--- src/rtl/alu_seq_pkg.sv ---
// Shared types and constants for the ALU sequencer and its iteration counter.
package alu_seq_pkg;

    localparam int unsigned DW = 4;

    localparam logic OP_ADD = 1'b0;
    localparam logic OP_SUB = 1'b1;

    typedef enum logic [2:0] {
        StIdle,
        StLoadA,
        StLoadB,
        StExec,
        StDone
    } state_e;

endpackage

--- src/rtl/alu_iter_counter.sv ---
// Loadable down-counter tracking the remaining EXEC iterations.
module alu_iter_counter
    import alu_seq_pkg::*;
(
    input  logic          clk_i,
    input  logic          rst_i,
    input  logic          load_i,
    input  logic [DW-1:0] load_val_i,
    input  logic          dec_i,
    output logic [DW-1:0] cnt_o,
    output logic          zero_o
);

    logic [DW-1:0] cnt_d, cnt_q;

    always_comb begin
        cnt_d = cnt_q;
        if (load_i) begin
            cnt_d = load_val_i;
        end else if (dec_i && (cnt_q != '0)) begin
            cnt_d = cnt_q - 1'b1;
        end
    end

    always_ff @(posedge clk_i or posedge rst_i) begin
        if (rst_i) begin
            cnt_q <= '0;
        end else begin
            cnt_q <= cnt_d;
        end
    end

    assign cnt_o  = cnt_q;
    assign zero_o = (cnt_q == '0);

endmodule

--- src/rtl/alu_sequencer.sv ---
// Sequences operand loads, EXEC iterations and result capture for the 4-bit add/subtract unit.
module alu_sequencer
    import alu_seq_pkg::*;
(
    input  logic          clk_i,
    input  logic          rst_i,
    input  logic          start_i,
    input  logic          sub_i,
    input  logic [DW-1:0] count_i,
    input  logic [DW-1:0] data_in_i,
    input  logic [DW-1:0] ib_alu_i,
    input  logic          carry_i,
    output logic [DW-1:0] op_a_o,
    output logic [DW-1:0] op_b_o,
    output logic          add_sub_o,
    output logic          enable_alu_o,
    output logic          busy_o,
    output logic          done_o,
    output logic [DW-1:0] result_o,
    output logic          carry_flag_o,
    output logic          zero_flag_o,
    output logic          carry_sticky_o
);

    state_e        state_d, state_q;
    logic          sub_d, sub_q;
    logic [DW-1:0] op_a_d, op_a_q;
    logic [DW-1:0] op_b_d, op_b_q;
    logic [DW-1:0] result_d, result_q;
    logic          carry_flag_d, carry_flag_q;
    logic          zero_flag_d, zero_flag_q;
    logic          carry_sticky_d, carry_sticky_q;

    logic          cnt_load;
    logic          cnt_dec;
    logic          cnt_zero;
    logic [DW-1:0] cnt_val;

    alu_iter_counter u_iter_cnt (
        .clk_i      (clk_i),
        .rst_i      (rst_i),
        .load_i     (cnt_load),
        .load_val_i (count_i),
        .dec_i      (cnt_dec),
        .cnt_o      (cnt_val),
        .zero_o     (cnt_zero)
    );

    always_comb begin
        state_d        = state_q;
        sub_d          = sub_q;
        op_a_d         = op_a_q;
        op_b_d         = op_b_q;
        result_d       = result_q;
        carry_flag_d   = carry_flag_q;
        zero_flag_d    = zero_flag_q;
        carry_sticky_d = carry_sticky_q;
        cnt_load       = 1'b0;
        cnt_dec        = 1'b0;

        unique case (state_q)
            StIdle: begin
                if (start_i) begin
                    sub_d          = sub_i;
                    carry_sticky_d = 1'b0;
                    cnt_load       = 1'b1;
                    state_d        = StLoadA;
                end
            end
            StLoadA: begin
                op_a_d  = data_in_i;
                state_d = StLoadB;
            end
            StLoadB: begin
                op_b_d  = data_in_i;
                state_d = StExec;
            end
            StExec: begin
                // Result feeds back as next B operand for accumulate mode.
                result_d       = ib_alu_i;
                op_b_d         = ib_alu_i;
                carry_flag_d   = carry_i;
                carry_sticky_d = carry_sticky_q | carry_i;
                zero_flag_d    = (ib_alu_i == '0);
                if (cnt_zero) begin
                    state_d = StDone;
                end else begin
                    cnt_dec = 1'b1;
                end
            end
            StDone: begin
                state_d = StIdle;
            end
            default: begin
                state_d = StIdle;
            end
        endcase
    end

    always_ff @(posedge clk_i or posedge rst_i) begin
        if (rst_i) begin
            state_q        <= StIdle;
            sub_q          <= OP_ADD;
            op_a_q         <= '0;
            op_b_q         <= '0;
            result_q       <= '0;
            carry_flag_q   <= 1'b0;
            zero_flag_q    <= 1'b0;
            carry_sticky_q <= 1'b0;
        end else begin
            state_q        <= state_d;
            sub_q          <= sub_d;
            op_a_q         <= op_a_d;
            op_b_q         <= op_b_d;
            result_q       <= result_d;
            carry_flag_q   <= carry_flag_d;
            zero_flag_q    <= zero_flag_d;
            carry_sticky_q <= carry_sticky_d;
        end
    end

    // Decoded straight from the state register so reset drops the bus enable without a clock.
    assign enable_alu_o   = (state_q == StExec);
    assign add_sub_o      = (state_q == StExec) && (sub_q == OP_SUB);
    assign busy_o         = (state_q != StIdle);
    assign done_o         = (state_q == StDone);
    assign op_a_o         = op_a_q;
    assign op_b_o         = op_b_q;
    assign result_o       = result_q;
    assign carry_flag_o   = carry_flag_q;
    assign zero_flag_o    = zero_flag_q;
    assign carry_sticky_o = carry_sticky_q;

    logic unused_cnt;
    assign unused_cnt = ^cnt_val;

endmodule

--- config.mk ---
export PLATFORM = sky130hd
export DESIGN_NAME = alu_sequencer
export DESIGN_NICKNAME = d
export VERILOG_FILES = /design/src/rtl/alu_seq_pkg.sv /design/src/rtl/alu_iter_counter.sv /design/src/rtl/alu_sequencer.sv
export SDC_FILE = /design/constraint.sdc
export NUM_CORES = 1
export LEC_CHECK = 0
export ABC_CLOCK_PERIOD_IN_PS = 2800
export BUFFER_PORTS_ARGS = -buffer_cell sky130_fd_sc_hd__buf_4
export CAP_MARGIN = 20
export CORE_AREA = 5 5 72 74
export DETAILED_ROUTE_END_ITERATION = 10
export DIE_AREA = 0 0 77 79
export HOLD_SLACK_MARGIN = 0.15
export PLACE_DENSITY = 0.53
export SYNTH_ARGS = -nofsm -noshare
export SYNTH_HDL_FRONTEND = slang
export SYNTH_SLANG_ARGS = --single-unit
export TNS_END_PERCENT = 50
--- constraint.sdc ---
create_clock -name clk_i -period 2.8 [get_ports clk_i]
set_input_delay 0.42 -clock clk_i [delete_from_list [all_inputs] [get_ports clk_i]]
set_output_delay 0.42 -clock clk_i [all_outputs]
set_load 0.02 [all_outputs]
Word level (Yosys, flattened, before mapping):

Cells that the tools add are included.

* register bits after elaboration: 23
* input port bits: 17
* logic and storage cells: 42
* output and inout port bits: 19

* add/sub/neg operators: 1
* muxes and demuxes: 12
* eq/ne operators: 6
* reductions and logical operators: 13
* bitwise logic cells: 1

Operators with widths (number)
* one-hot mux 3 bit (4 select lines): 1
* logical NOT 4 bit: 2
* two-way mux 4 bit: 2
* one-hot mux 4 bit (2 select lines): 1
* equality test 3 x 2 -> 1 bit, second input constant: 2
* two-way mux 3 bit: 2
* AND reduction 2 bit: 3
* nonzero test 2 bit: 3
* two-way mux 1 bit: 5
* nonzero test 4 bit: 1
* subtractor 4 x 1 -> 4 bit, second input constant: 1
* equality test 3 x 1 -> 1 bit, second input constant: 1
* equality test 3 bit, second input constant: 1
* logical NOT 3 bit: 1
* nonzero test 3 bit: 1
* logical AND 1 bit: 2
* inequality test 2 x 1 -> 1 bit, second input constant: 1
* inequality test 2 bit, second input constant: 1
* one-hot mux 1 bit (2 select lines): 1
* bitwise OR 1 bit: 1

Depth between registers and ports, before layout:

Gate-level depths: netlist (run 1).

* depth in word-level cells: 6
* depth in mapped cells: 5

By module:

A second synthesis (run 1) with hierarchy kept.

* cell total of the unflattened synthesis: 89
* area, all modules: 1133.6 um2

By module, submodules not included
* alu_sequencer: area an instance 872.1 um2, cells each 61, instances 1
* alu_iter_counter: area an instance 261.5 um2, cells each 28, instances 1

Worst setup path after synthesis (run 1):

Ideal clock, no wire load.

* path kind: reg-to-output
* start: register state_q[0]
* end: output done_o
* arrival: 1170 ps
* cell stages (with the launch flop): 3
* setup slack: 1210 ps
* buffers on the path: 1
* cell sequence: dfrtp_1 -> buf_2 -> nor3b_1

* word-level cells in the longest chain between the ends: 1

Ends and longest elaborated chain
* from (decl): RTL line alu_sequencer.sv:25 `state_e state_d, state_q;`
* from (signal assigned): RTL line alu_sequencer.sv:102 `state_q <= StIdle;`
* from (signal assigned): RTL line alu_sequencer.sv:111 `state_q <= state_d;`
* equality test 3 bit: RTL line alu_sequencer.sv:126 `assign done_o = (state_q == StDone);`
* to (decl): RTL line alu_sequencer.sv:18 `output logic done_o,`

No other way between the ends.

Worst setup path after layout (run 1):

* start: register state_q[0]
* end: output add_sub_o

* word-level cells in the longest chain between the ends: 2

Ends and longest elaborated chain
* equality test 3 x 2 -> 1 bit: RTL line alu_sequencer.sv:124 `assign add_sub_o = (state_q == StExec) && (sub_q == OP_SUB);`
* logical AND 1 bit: RTL line alu_sequencer.sv:124
* to (decl): RTL line alu_sequencer.sv:15 `output logic add_sub_o,`

No other way between the ends.

==> results of run 1 <==
-- power groups by stage --
stage               Combinational, uW  Clock [uW]  Sequential (uW)
floorplan                         469           0              717
global placement                  824           0              641
detailed placement                847           0              654
CTS                               850         218              648
global route                      912         235              673
finish                            835         211              645
-- state kept, by name (all words and copies together) (netlist names) --
| name | cells |
|---|---|
| op_b_o | 4 |
| result_o | 4 |
| state_q | 3 |
| sub_q | 1 |
| carry_flag_o | 1 |
| carry_sticky_o | 1 |
| u_iter_cnt.cnt_o | 4 |
| zero_flag_o | 1 |
| op_a_o | 4 |
-- how the worst min path moves through the flow --
stage | from | to | slack [ps] | depth (start not counted)
finish | rst_i | u_iter_cnt.cnt_o[1]$_DFFE_PP0P_ | 320 | 2
global route | ib_alu_i[3] | result_o[3]$_DFFE_PP0P_ | 350 | 3
CTS | sub_i | sub_q$_DFFE_PP0P_ | 340 | 3
detailed placement | sub_q$_DFFE_PP0P_ | sub_q$_DFFE_PP0P_ | 460 | 2
global placement | result_o[0]$_DFFE_PP0P_ | result_o[0]$_DFFE_PP0P_ | 470 | 2
floorplan | rst_i | carry_flag_o$_DFFE_PP0P_ | 420 | 1
-- routing by layer --
metal | GRT usage [%] | up-vias | wire length, um
li1 | - | 426 | -
met1 | 10.88 | 414 | 1168
met2 | 14.69 | 25 | 1315
met3 | 1.701 | 4 | 103
met4 | 4.124 | 0 | 52
met5 | 0 | - | 0
-- logic make-up (layout without fill, tap and decap cells) --
kind of cell / count (synthesis) / after routing / synth area share [%]
compound gates: 13 / 13 / 7.407
fa+ha+maj: 1 / 1 / 1.157
buf+inv: 8 / 43 / 3.934
flops: 23 / 23 / 53.24
mux: 9 / 9 / 8.796
simple gates: 49 / 49 / 25.46
-- synthesized netlist by cell type (2+ instances only) --
master	n
and2_1	2
dfrtp_1	23
inv_1	3
mux2_1	4
mux2i_1	5
nand2_1	27
nand3_1	3
nor2_1	2
nor3b_1	2
o211ai_1	3
o21ai_1	5
or3_1	3
or4_1	3
-- through the flow --
stage               hold slack (ps)  setup WS (ps)  instances  total power, uW
finish                        324.2          677.6        192             1690
global route                  347.2          549.5        192             1820
CTS                           336.6          661.3        192             1716
detailed placement            459.5          974.1        188             1501
global placement              471.4           1031        188             1465
floorplan                     421.9           1210        103             1186
-- final cells by class --
class	count	area [um2]	area share, %
timing repair buffer	35	262.8	18.37
sequential	23	575.6	40.25
clock inverter	1	5.005	0.3500
inverter	4	15.01	1.050
multi-input combinational	72	462.9	32.37
tap	54	67.56	4.724
clock buffer	3	41.29	2.887
-- worst max-delay path, stage by stage, from the launching register on --
cell,delay [ps]
dfrtp_1,680
nand3b_4,270
inv_2,200
and2_1,150
buf_4,140
==> metrics.md, run 1 <==
| Metric | Value |
|---|---|
| Status | finished, final reports clean |
| Register bit total from synthesis | 23 |
| # DRC | 0 |
| Sequential power share | 38.1% |
| Combinational share of power | 49.4% |
| Final wirelength | 2639 um |
| # setup viols final | 0 |
| R2r setup slk | 1090 ps |
| Post-DP HPWL | 2063 um |
| Pre-antenna DRT Iters | 5 |
| # Max-Cap Violations | 0 |
| Sw Share | 42.62% |
| Clk root buf | clkbuf_8 |
| Core Rows | 25 |
| ANT cells | 0 |
| Post-Syn Area | 0.001081 mm2 |
| Wirelength per Cell | 13.74 um |
| Cell variety after synth | 31 |
| Final Cycle Share | 75.80% |
| CTS tree | done |
| Final hold vios | 0 |
| IO Port Bufs | 35 |
| Slew HR | 42.15% |
| I/O Pins | 36 |
| Post-DP Area | 0.001384 mm2 |
| Commonest non-fill, non-tap cell in the layout | buf_4 |
| Util after Layout | 31.53% |
| CORE AREA | 0.004536 mm2 |
| Worst EP required | 2380 ps |
| Vias in the first global route | 867 |
| Clock power share | 12.5% |
| Initial cell density of the core | 23.83% |
| Vias/cell | 4.526 |
| Worst Tran Pin Value | 866.8 ps |
| CTS Sinks | 23 |
| Dominant synthesized flop cell | dfrtp_1 |
| Initial antenna violation count | 0 |
| Post-Syn Nets | 121 |
| Layout cells sized above 1 | 31.88% |
| Cts hold-fix bufs | 0 |
| P_leak | 0.0006859 uW |
| GR Overflow Total | 0 |
| Crit Path Class | reg2out |
| Seq/Total Area, Yosys | 53.24% |
| P_int | 969.9 uW |
| First-pass GRT wire length | 4278 um |
| Top cells by area, synth | dfrtp_1 53%, nand2_1 9.4%, mux2i_1 4.6% |
| Reg2reg end | u_iter_cnt.cnt_o[1]$_DFFE_PP0P_ |
| Post-synthesis cell count | 103 |
| Top cell type's share of synthesized area | 53.24% |
| Setup Buffers After CTS | 0 |
| R2r startpoint | state_q[0]$_DFFE_PP0P_ |
| Leading area contributor after synthesis | dfrtp_1 |
| VDD IR max | 441.7 uV |
| Critical Path Start Type | flop |
| Reg clk slew, reported paths | 90 ps |
| Fraction of registers with async set/reset | 100.0% |
| Final Critical Period | 2122 ps |
| Total negative slack | 0 ps |
| Setup crit end kind | output port |
| Most frequent cells in the layout | 35 x buf_4, 27 x nand2_1, 23 x dfrtp_1 |
| FF-to-FF path depth | 3 |
| CP startpoint | state_q[0]$_DFFE_PP0P_ |
| Die height | 79 um |
| Via count | 869 |
| Yosys warns | 0 |
| Max Slew Vio Count | 0 |
| Total GRT Usage | 8.783% |
| Worst Hold Class | in2async |
| Fin nets | 157 |
| Unrepaired setup endpoints after global routing | false |
| Maximum number of pins on one net before global-route repair | 24 |
| CTS Buf Count | 3 |
| Pwr/cell area | 1182 mW/mm2 |
| CTS H-tree depth | 1 |
| Die X-Extent | 77 um |
| Post_cts resized | 0 |
| Post-route antenna net violation count | 0 |
| Final Skew | 6.431 ps |
| Largest fanout on the critical path | 15 |
| Fmax achieved | 0.4712 GHz |
| CTS max path bufs | 2 |
| Fill cell count | 461 |
| Placer congestion estimate | 0.7224 |
| Clock latency at the later pin of the worst-skew pair | 270 ps |
| Switch Pwr | 720.3 uW |
| Crit path to | add_sub_o |
| Syn_area_per_cell | 10.50 um2 |
| Critical Path AT | 1700 ps |
| Post-route cell area | 0.001430 mm2 |
| DR iter-0 viols | 42 |
| Die area | 0.006083 mm2 |
| Area growth syn-to-layout | 32.29% |
| Number of flops mapped to enable cells by yosys | 0 |
Note: power is estimated with default switching activity, not from simulation.
==> run 2, diff against run 1 <==
--- a/config.mk
+++ b/config.mk
@@ -5,14 +5,14 @@
 export SDC_FILE = /design/constraint.sdc
 export NUM_CORES = 1
 export LEC_CHECK = 0
-export ABC_CLOCK_PERIOD_IN_PS = 2800
+export ABC_CLOCK_PERIOD_IN_PS = 1720
 export BUFFER_PORTS_ARGS = -buffer_cell sky130_fd_sc_hd__buf_4
 export CAP_MARGIN = 20
 export CORE_AREA = 5 5 72 74
 export DETAILED_ROUTE_END_ITERATION = 10
 export DIE_AREA = 0 0 77 79
 export HOLD_SLACK_MARGIN = 0.15
-export PLACE_DENSITY = 0.53
+export PLACE_DENSITY = 0.54
 export SYNTH_ARGS = -nofsm -noshare
 export SYNTH_HDL_FRONTEND = slang
 export SYNTH_SLANG_ARGS = --single-unit
==> constraint.sdc (replaced) <==
create_clock -name clk_i -period 1.72 [get_ports clk_i]
set_input_delay 0.258 -clock clk_i [delete_from_list [all_inputs] [get_ports clk_i]]
set_output_delay 0.258 -clock clk_i [all_outputs]
set_load 0.02 [all_outputs]
==> run 2 against run 1 <==
  * Combinational power grew 80%
  * Final cell count grew 4.7%
  * Die area is the same
  * Total power grew 69%
  * Final area grew 5.3%
  * Sequential power grew 58%
  * Critical path depth shrank 1
  * Core utilization grew 1.7 points
  * Register-to-register slack lost 990 ps
  * Sequential share of layout area shrank 1.8 points
  * Sequential cell count is the same
  * Critical endpoint is now busy_o
  * Largest cell class unchanged
==> metrics.md, run 2 (synthesis results as in run 1) <==
| Metric | Value |
|---|---|
| Status | finished, final reports clean |
| Die area | 0.006083 mm2 |
| Area growth syn-to-layout | 39.35% |
| Reg clk slew, reported paths | 80 ps |
| Worst Hold Class | in2reg |
| CTS tree | done |
| IO Port Bufs | 35 |
| Initial antenna violation count | 0 |
| Pre-antenna DRT Iters | 4 |
| Fill cell count | 461 |
| Final Critical Period | 1666 ps |
| Most frequent cells in the layout | 43 x buf_4, 27 x nand2_1, 20 x dfrtp_1 |
| Storage cell area | 579.3 um2 |
| Critical Path AT | 1410 ps |
| Largest fanout on the critical path | 5 |
| ANT cells | 0 |
| Final Cycle Share | 96.89% |
| Crit Path Class | reg2out |
| Commonest non-fill, non-tap cell in the layout | buf_4 |
| Layout cells sized above 1 | 37.41% |
| Clock latency at the later pin of the worst-skew pair | 260 ps |
| Worst EP required | 1460 ps |
| Worst path slowest cell | dfrtp_2 |
| Final worst slack | 53.52 ps |
| # setup viols final | 0 |
| CTS max path bufs | 2 |
| Crit-path max cell delay | 440 ps |
| Post-route antenna net violation count | 0 |
| Post-DP Area | 0.001421 mm2 |
| Cell mode on critical path | buf_4 |
| First-pass GRT wire length | 4353 um |
| Critical Path, Cell by Cell | buf_4 -> or3_1 -> buf_4 |
| Post-route cell area | 0.001506 mm2 |
| # DRC | 0 |
| Clk root buf | clkbuf_8 |
| Maximum number of pins on one net before global-route repair | 24 |
| Post-Place Worst Slack | 223.6 ps |
| Fin nets | 166 |
| CTS Sinks | 23 |
| Fmax achieved | 0.6001 GHz |
| I/O Pins | 36 |
| Footprint of the multi-input gates | 462.9 um2 |
| Die height | 79 um |
| Unrepaired setup endpoints after global routing | false |
| Via count | 894 |
| Layout Cells excl Fill | 201 |
| Critical Path Start Type | flop |
| Total negative slack | 0 ps |
| Final hold vios | 0 |
| Hold depth | 3 |
| Placer congestion estimate | 0.7113 |
| Initial cell density of the core | 23.83% |
| Vias in the first global route | 911 |
| GR Overflow Total | 0 |
| Post-DP HPWL | 2030 um |
| WP buf/inv | 2 |
| Delay-heaviest family, CP | flip-flops |
| P_leak | 0.0007281 uW |
| DR iter-0 viols | 30 |
| DP Cell Count | 193 |
| Wirelength per Cell | 13.00 um |
| VDD IR max | 762.8 uV |
| Worst path depth | 3 |
| Core Rows | 25 |
| Vias/cell | 4.448 |
| Final wirelength | 2613 um |
| Final Skew | 3.259 ps |
| CTS H-tree depth | 1 |
| Worst Tran Pin Value | 405.4 ps |
| CTS Buf Count | 3 |
| Max Slew Vio Count | 0 |
| CORE AREA | 0.004536 mm2 |
| Die X-Extent | 77 um |
| FF-to-FF path depth | 5 |
| Slew HR | 72.91% |
| Total GRT Usage | 8.788% |
| Pwr/cell area | 1898 mW/mm2 |
| # Max-Cap Violations | 0 |
| Setup crit end kind | output port |
## run 2: cell count changes in the layout (fill, tap and decap cells not counted)
cell	delta
buf_4	+8
dfrtp_1	-3
dfrtp_2	+3
dlygate4sd3_1	+1
inv_2	-1
inv_4	+1
## run 2: tightest hold or removal path: stages
cell and delay [ps]:
buf_4 80, nand2_1 40, nand2_1 40
## run 2: area by class of cell
class,count,area share [%]
repair buffers,44,22.09
well taps,54,4.485
clock inverters,1,0.3322
multi-input cells,72,30.73
clock buffers,3,2.741
inverters,4,1.163
flip-flops and latches,23,38.46
## run 2: repair_timing
item | CTS | global route
resized for setup | 3 | 1
buffers inserted | 0 | 3
endpoints found under the hold margin | 23 | 0
endpoints found under the setup margin | 1 | 1
hold buffers | 1 | 0
## run 2: final timing paths
kind,startpoint,to,slack [ps]
worst max register to register,state_q[2]$_DFFE_PP0P_,u_iter_cnt.cnt_o[1]$_DFFE_PP0P_,100
worst min register to register,sub_q$_DFFE_PP0P_,sub_q$_DFFE_PP0P_,470
min in group asynchronous,rst_i,carry_sticky_o$_DFFE_PP0P_,590
worst max-delay path,state_q[2]$_DFFE_PP0P_,busy_o,50
worst min-delay path,sub_i,sub_q$_DFFE_PP0P_,180
max in group asynchronous,rst_i,state_q[1]$_DFFE_PP0P_,880
## run 2: per-layer routing
layer	vias to the layer above	routed length, um	GRT usage, %
li1	441	-	-
met2	22	1229	13.75
met1	427	1246	11.82
met5	-	0	0
met4	0	52	4.639
met3	4	85	1.134
## run 2: through the flow
stage,total power (uW),utilization [%],hold WS (ps)
after CTS,2862,32.66,177.0
after detailed placement,2506,31.34,330.1
after global routing,3086,33.21,177.4
final,2859,33.21,179.0
after global placement,2456,31.34,318.3
after floorplan,1931,-,259.9
## run 2: where the power goes
part | switching, uW | total (uW) | internal (uW)
registers | 214 | 1020 | 810
clock network | 176 | 338 | 162
logic | 798 | 1500 | 699
